==> src/rtl/packet_split_pkg.sv <==
// Shared defaults, destination encoding and sizing helper for the
// two-channel packet splitter.
package packet_split_pkg;

  localparam int unsigned DEF_WIDTH = 33;
  localparam int unsigned DEF_DEPTH = 4;

  // Value of the destination bit in a packet
  typedef enum logic {
    DEST_O0 = 1'b0,
    DEST_O1 = 1'b1
  } dest_e;

  // Bits needed to hold an occupancy of 0..depth
  function automatic int unsigned cnt_bits(input int unsigned depth);
    return $clog2(depth + 1);
  endfunction

endpackage

==> src/rtl/packet_split_2channel_fifo.sv <==
// split_fifo: single-clock FIFO used as one output buffer of the splitter.
// DEPTH must be a power of two so the pointers wrap by plain overflow.
// Push is ignored when full and pop is ignored when empty.
module split_fifo
  import packet_split_pkg::*;
#(
  parameter int unsigned WIDTH = DEF_WIDTH,
  parameter int unsigned DEPTH = DEF_DEPTH
) (
  input  logic                       clk,
  input  logic                       rst_n,
  input  logic                       i_push,
  input  logic [WIDTH-1:0]           i_data,
  input  logic                       i_pop,
  output logic [WIDTH-1:0]           o_data,
  output logic [$clog2(DEPTH+1)-1:0] o_count,
  output logic                       o_full,
  output logic                       o_empty
);

  localparam int unsigned PW = (DEPTH > 1) ? $clog2(DEPTH) : 1;
  localparam int unsigned CW = cnt_bits(DEPTH);

  logic [WIDTH-1:0] r_mem [DEPTH];
  logic [PW-1:0]    r_wr_ptr;
  logic [PW-1:0]    r_rd_ptr;
  logic [CW-1:0]    r_count;
  logic             w_full;
  logic             w_empty;
  logic             w_push;
  logic             w_pop;

  assign w_full  = (r_count == CW'(DEPTH));
  assign w_empty = (r_count == '0);
  assign w_push  = i_push & ~w_full;
  assign w_pop   = i_pop & ~w_empty;

  // Storage array; contents are don't-care until written, so no reset
  always_ff @(posedge clk) begin
    if (w_push) begin
      r_mem[r_wr_ptr] <= i_data;
    end
  end

  // Pointers and occupancy; reset empties the FIFO immediately
  always_ff @(posedge clk or negedge rst_n) begin
    if (!rst_n) begin
      r_wr_ptr <= '0;
      r_rd_ptr <= '0;
      r_count  <= '0;
    end else begin
      if (w_push) begin
        r_wr_ptr <= r_wr_ptr + PW'(1);
      end
      if (w_pop) begin
        r_rd_ptr <= r_rd_ptr + PW'(1);
      end
      case ({w_push, w_pop})
        2'b10:   r_count <= r_count + CW'(1);
        2'b01:   r_count <= r_count - CW'(1);
        default: r_count <= r_count;
      endcase
    end
  end

  assign o_data  = r_mem[r_rd_ptr];
  assign o_count = r_count;
  assign o_full  = w_full;
  assign o_empty = w_empty;

endmodule

==> src/rtl/packet_split_2channel.sv <==
// packet_split_2channel: routes each input packet to one of two output
// FIFOs by in_data[DEST_BIT]. Define PACKET_SPLIT_BROADCAST_EN to make
// packets with in_data[BCAST_BIT]=1 go to both FIFOs at the same edge.
module packet_split_2channel
  import packet_split_pkg::*;
#(
  parameter int unsigned WIDTH     = DEF_WIDTH,
  parameter int unsigned DEPTH     = DEF_DEPTH,
  parameter int unsigned DEST_BIT  = WIDTH - 1,
  parameter int unsigned BCAST_BIT = WIDTH - 2
) (
  input  logic                       clk,
  input  logic                       rst_n,
  input  logic [WIDTH-1:0]           in_data,
  input  logic                       in_valid,
  output logic                       in_ready,
  output logic [WIDTH-1:0]           o0_data,
  output logic                       o0_valid,
  input  logic                       o0_ready,
  output logic [$clog2(DEPTH+1)-1:0] o0_count,
  output logic [WIDTH-1:0]           o1_data,
  output logic                       o1_valid,
  input  logic                       o1_ready,
  output logic [$clog2(DEPTH+1)-1:0] o1_count
);

  // Reject impossible configurations at elaboration
  if ((DEPTH < 2) || ((DEPTH & (DEPTH - 1)) != 0) ||
      (DEST_BIT >= WIDTH) || (BCAST_BIT >= WIDTH)) begin : g_bad_params
    $error("packet_split_2channel: illegal DEPTH/DEST_BIT/BCAST_BIT");
  end

  dest_e w_dest;
  logic  w_bcast;
  logic  w_accept;
  logic  w_push0;
  logic  w_push1;
  logic  w_full0;
  logic  w_full1;
  logic  w_empty0;
  logic  w_empty1;

  assign w_dest = dest_e'(in_data[DEST_BIT]);

`ifdef PACKET_SPLIT_BROADCAST_EN
  assign w_bcast = in_data[BCAST_BIT];
`else
  assign w_bcast = 1'b0;
`endif

  // Accept only when every targeted FIFO has room; consumer ready is not used
  always_comb begin
    in_ready = 1'b0;
    w_push0  = 1'b0;
    w_push1  = 1'b0;
    if (w_bcast) begin
      in_ready = ~w_full0 & ~w_full1;
    end else if (w_dest == DEST_O1) begin
      in_ready = ~w_full1;
    end else begin
      in_ready = ~w_full0;
    end
    w_accept = in_valid & in_ready;
    w_push0  = w_accept & (w_bcast | (w_dest == DEST_O0));
    w_push1  = w_accept & (w_bcast | (w_dest == DEST_O1));
  end

  split_fifo #(
    .WIDTH (WIDTH),
    .DEPTH (DEPTH)
  ) u_fifo0 (
    .clk     (clk),
    .rst_n   (rst_n),
    .i_push  (w_push0),
    .i_data  (in_data),
    .i_pop   (o0_ready),
    .o_data  (o0_data),
    .o_count (o0_count),
    .o_full  (w_full0),
    .o_empty (w_empty0)
  );

  split_fifo #(
    .WIDTH (WIDTH),
    .DEPTH (DEPTH)
  ) u_fifo1 (
    .clk     (clk),
    .rst_n   (rst_n),
    .i_push  (w_push1),
    .i_data  (in_data),
    .i_pop   (o1_ready),
    .o_data  (o1_data),
    .o_count (o1_count),
    .o_full  (w_full1),
    .o_empty (w_empty1)
  );

  assign o0_valid = ~w_empty0;
  assign o1_valid = ~w_empty1;

endmodule

==> config.mk <==
export PLATFORM = sky130hd
export DESIGN_NAME = packet_split_2channel
export DESIGN_NICKNAME = d
export VERILOG_FILES = /design/src/rtl/packet_split_pkg.sv /design/src/rtl/packet_split_2channel_fifo.sv /design/src/rtl/packet_split_2channel.sv
export SDC_FILE = /design/constraint.sdc
export NUM_CORES = 1
export LEC_CHECK = 0
export CORE_ASPECT_RATIO = 1.25
export CORE_MARGIN = 10
export CORE_UTILIZATION = 30
export CTS_CLUSTER_DIAMETER = 80
export DETAILED_ROUTE_END_ITERATION = 7
export GPL_TIMING_DRIVEN = 0
export PLACE_DENSITY_LB_ADDON = 0.08
export SYNTH_ARGS = -nofsm -noshare
export SYNTH_HDL_FRONTEND = slang
export SYNTH_HIERARCHICAL = 1
export SYNTH_SLANG_ARGS = --single-unit
==> constraint.sdc <==
create_clock -name clk -period 3 [get_ports clk]
set_input_delay 0.6 -clock clk [delete_from_list [all_inputs] [get_ports clk]]
set_output_delay 0.6 -clock clk [all_outputs]
set_load 0.1 [all_outputs]
==> impl_results.md <==
- Most frequent cells in the layout: 264 x edfxtp_1, 58 x clkdlybuf4s15_2, 56 x mux4_2
- Vias in the first global route: around 5400
- Final setup skew: approximately 9.4 ps
- Cell Area, Synth: 10510 um2
- YS warnings: 6
- Highest Clock Rate: 0.3408 GHz
- Area Growth Syn to Fin: 26.73%
- Number of I/O pins: 113
- Final Cycle Share: 0.9781
- Fin util: 0.3859
- Post-CTS setup buffer count: 0
- Cells after Synth: 425
- CORE AREA: 34520 um2
- Max cap viols: 0
- RSZ-0062 raised after global routing: false
- Hold buffers post-CTS: 0
- CP Class: reg -> out
- Worst setup EP type: output port
- Worst path arrival time: 2330 ps
- Yosys reg bits: about 280
- DRC viols: 0
- First drt pass iteration count: 4
- PnR worst setup slack: 65.83 ps
- WP data required: 2400 ps
- Vias/cell: ~4.4
- Critical-path cell list: buf_6, mux4_1, dlygate4sd2_1
- Antenna violations before repair: 1
- Initial DRC count: 189
- WL/cell: between 20 and 25 um
- Final slew viol count: 0
- Post-route ant nets: 0
- RePlAce Congestion: 0.6817
- Die X: 187.4 um
- Library cells used by synthesis: 23
- Num rows: between 70 and 80
- Reg-to-reg critical path endpoint: u_fifo0/r_mem[2][8]
- Clock sink count: 278
- Via count: 4710
- CTS Buf Count: 28
- Hold crit path type: in -> async
- Die height: 229.3 um
- Status: finished clean
- Max-slew headroom: 0.3365
- Layout cells sized above 1: 0.3300
- Worst-path clk slew: roughly 60 ps
- Register area share after synthesis: 0.7875
- Die area: around 43000 um2
- CP Launch Point: u_fifo1/r_rd_ptr[0]
- Tot GR Track Use: 0.1092
- # setup viols final: 0
- Worst R2R Path Depth: 5
- Period minus WS final: 2934 ps
- Synth Net Count: between 400 and 500
- DRT Wirelength: 23.51 mm
- Total Nets Final: 625
- CTS tree: yes
- Worst R2R Start: u_fifo0/o_count[2]
- Clock Path Buffers: 3
- Hold Vio Cnt, Final: 0
- Commonest non-fill, non-tap cell in the layout: edfxtp_1
- Critical Path Max Stage Delay: between 800 and 900 ps
- Max stage delay cell, worst path: dlygate4sd2_1
- Hpwl dp: 15.15 mm
- Global-route wire length before repair: between 30 and 40 mm
- Crit path max fanout: 8
- Worst slew pin tran: ~1000 ps
- Pre-CTS WS: -408.2 ps
- H-tree depth: 1
- Pin count of the biggest net entering global routing: 20
- Port Buffer Count: 112
- Worst-Skew Late Latency: roughly 540 ps
- Root buffer cell: clkbuf_16
- Remaining Overflow, GRT: 0
- Setup crit start kind: flop
- # diodes: 0
- Initial Util: 0.3045
- Flop2flop setup slack: 620 ps
- Syn_area_per_cell: 24.73 um2
-- routing by layer --
layer  vias to the layer above  wire length [um]  GRT usage
li1                       2079                 -          -
met1                      2508              9560     0.1307
met2                        91             12490     0.1920
met3                        30               936    0.02265
met4                         2               503    0.03555
met5                         -                18          0
-- cell usage after synthesis --
cell,count,area share
and2_1,8,0.0048
and3b_1,1,0.00083
buf_12,6,0.011
buf_2,8,0.0038
buf_6,2,0.0021
dfrtp_1,14,0.033
edfxtp_1,264,0.75
fa_1,2,0.0038
ha_1,10,0.012
inv_1,14,0.0050
mux2_2,2,0.0021
mux2i_1,3,0.0029
mux4_1,10,0.025
mux4_2,56,0.12
nand2_1,2,0.00071
nor2_1,2,0.00071
nor2b_2,2,0.0017
nor3_1,2,0.00095
nor3b_1,1,0.00071
nor3b_2,2,0.0024
o31a_1,2,0.0017
xnor2_1,6,0.0050
xor2_1,6,0.0050
-- repair_timing --
| action | 4_1_cts | 5_1_grt |
|---|---|---|
| resized for setup | 188 | 9 |
| cloned | 0 | 0 |
| endpoints found under the setup margin | 67 | 8 |
-- worst max-delay path: cells and delay by family (launching register included) --
kind	cells	cell delay, ps
DFF	1	370
buffers and inverters	2	1030
muxes	1	380
-- state kept, by name, indices dropped and copies added, names as in the netlist --
| name | flops |
|---|---|
| u_fifo0/r_mem | 132 |
| u_fifo0/r_rd_ptr | 2 |
| u_fifo0/r_wr_ptr | 2 |
| u_fifo1/r_rd_ptr | 2 |
| u_fifo0/o_count | 3 |
| u_fifo1/r_mem | 132 |
| u_fifo1/o_count | 3 |
| u_fifo1/r_wr_ptr | 2 |
-- how the worst max path moves through the flow --
| stage | to | depth (start not counted) |
|---|---|---|
| 6_report | o1_data[1] | 3 |
| 4_1_cts | o0_data[30] | 4 |
| 3_5_place_dp | in_ready | 3 |
| 5_1_grt | o1_data[1] | 3 |
| 2_1_floorplan | u_fifo0/r_mem[0][0] | 4 |
| 3_3_place_gp | u_fifo0/r_mem[2][26] | 4 |
-- area by class of cell --
cell class	count	area, um2
Fill cell	3089	21200
Tap cell	468	585.6
Clock inverter	15	118.9
Multi-Input combinational cell	117	2012
Sequential cell	278	8278
Buffer	16	187.7
Timing Repair Buffer	120	1343
Clock buffer	34	744.5
Inverter	14	52.55
-- metrics by stage --
stage	cell area (um2)	std cells	setup TNS, ps	hold WS (ps)
detailed placement	12410	1013	-19300	538.0
floorplan	10520	425	0	304.4
global placement	12220	1005	-271790	539.1
CTS	13340	1062	-140.7	518.2
global route	13320	1062	0	561.8
finish	13320	1062	0	522.8
-- cell families after synthesis --
logic type,after synthesis,synth area share
flip-flops,278,0.7875
AND/OR/NAND/NOR,20,0.01274
adder cells (fa/ha/maj),12,0.01571
buffers and inverters,30,0.02238
AO/OA/AOI/OAI,2,0.001667
XOR/XNOR,12,0.009999
multiplexers,71,0.1500
Power is not shown: default switching activity piles up to over one toggle a cycle in this logic, so the estimate is an artifact.
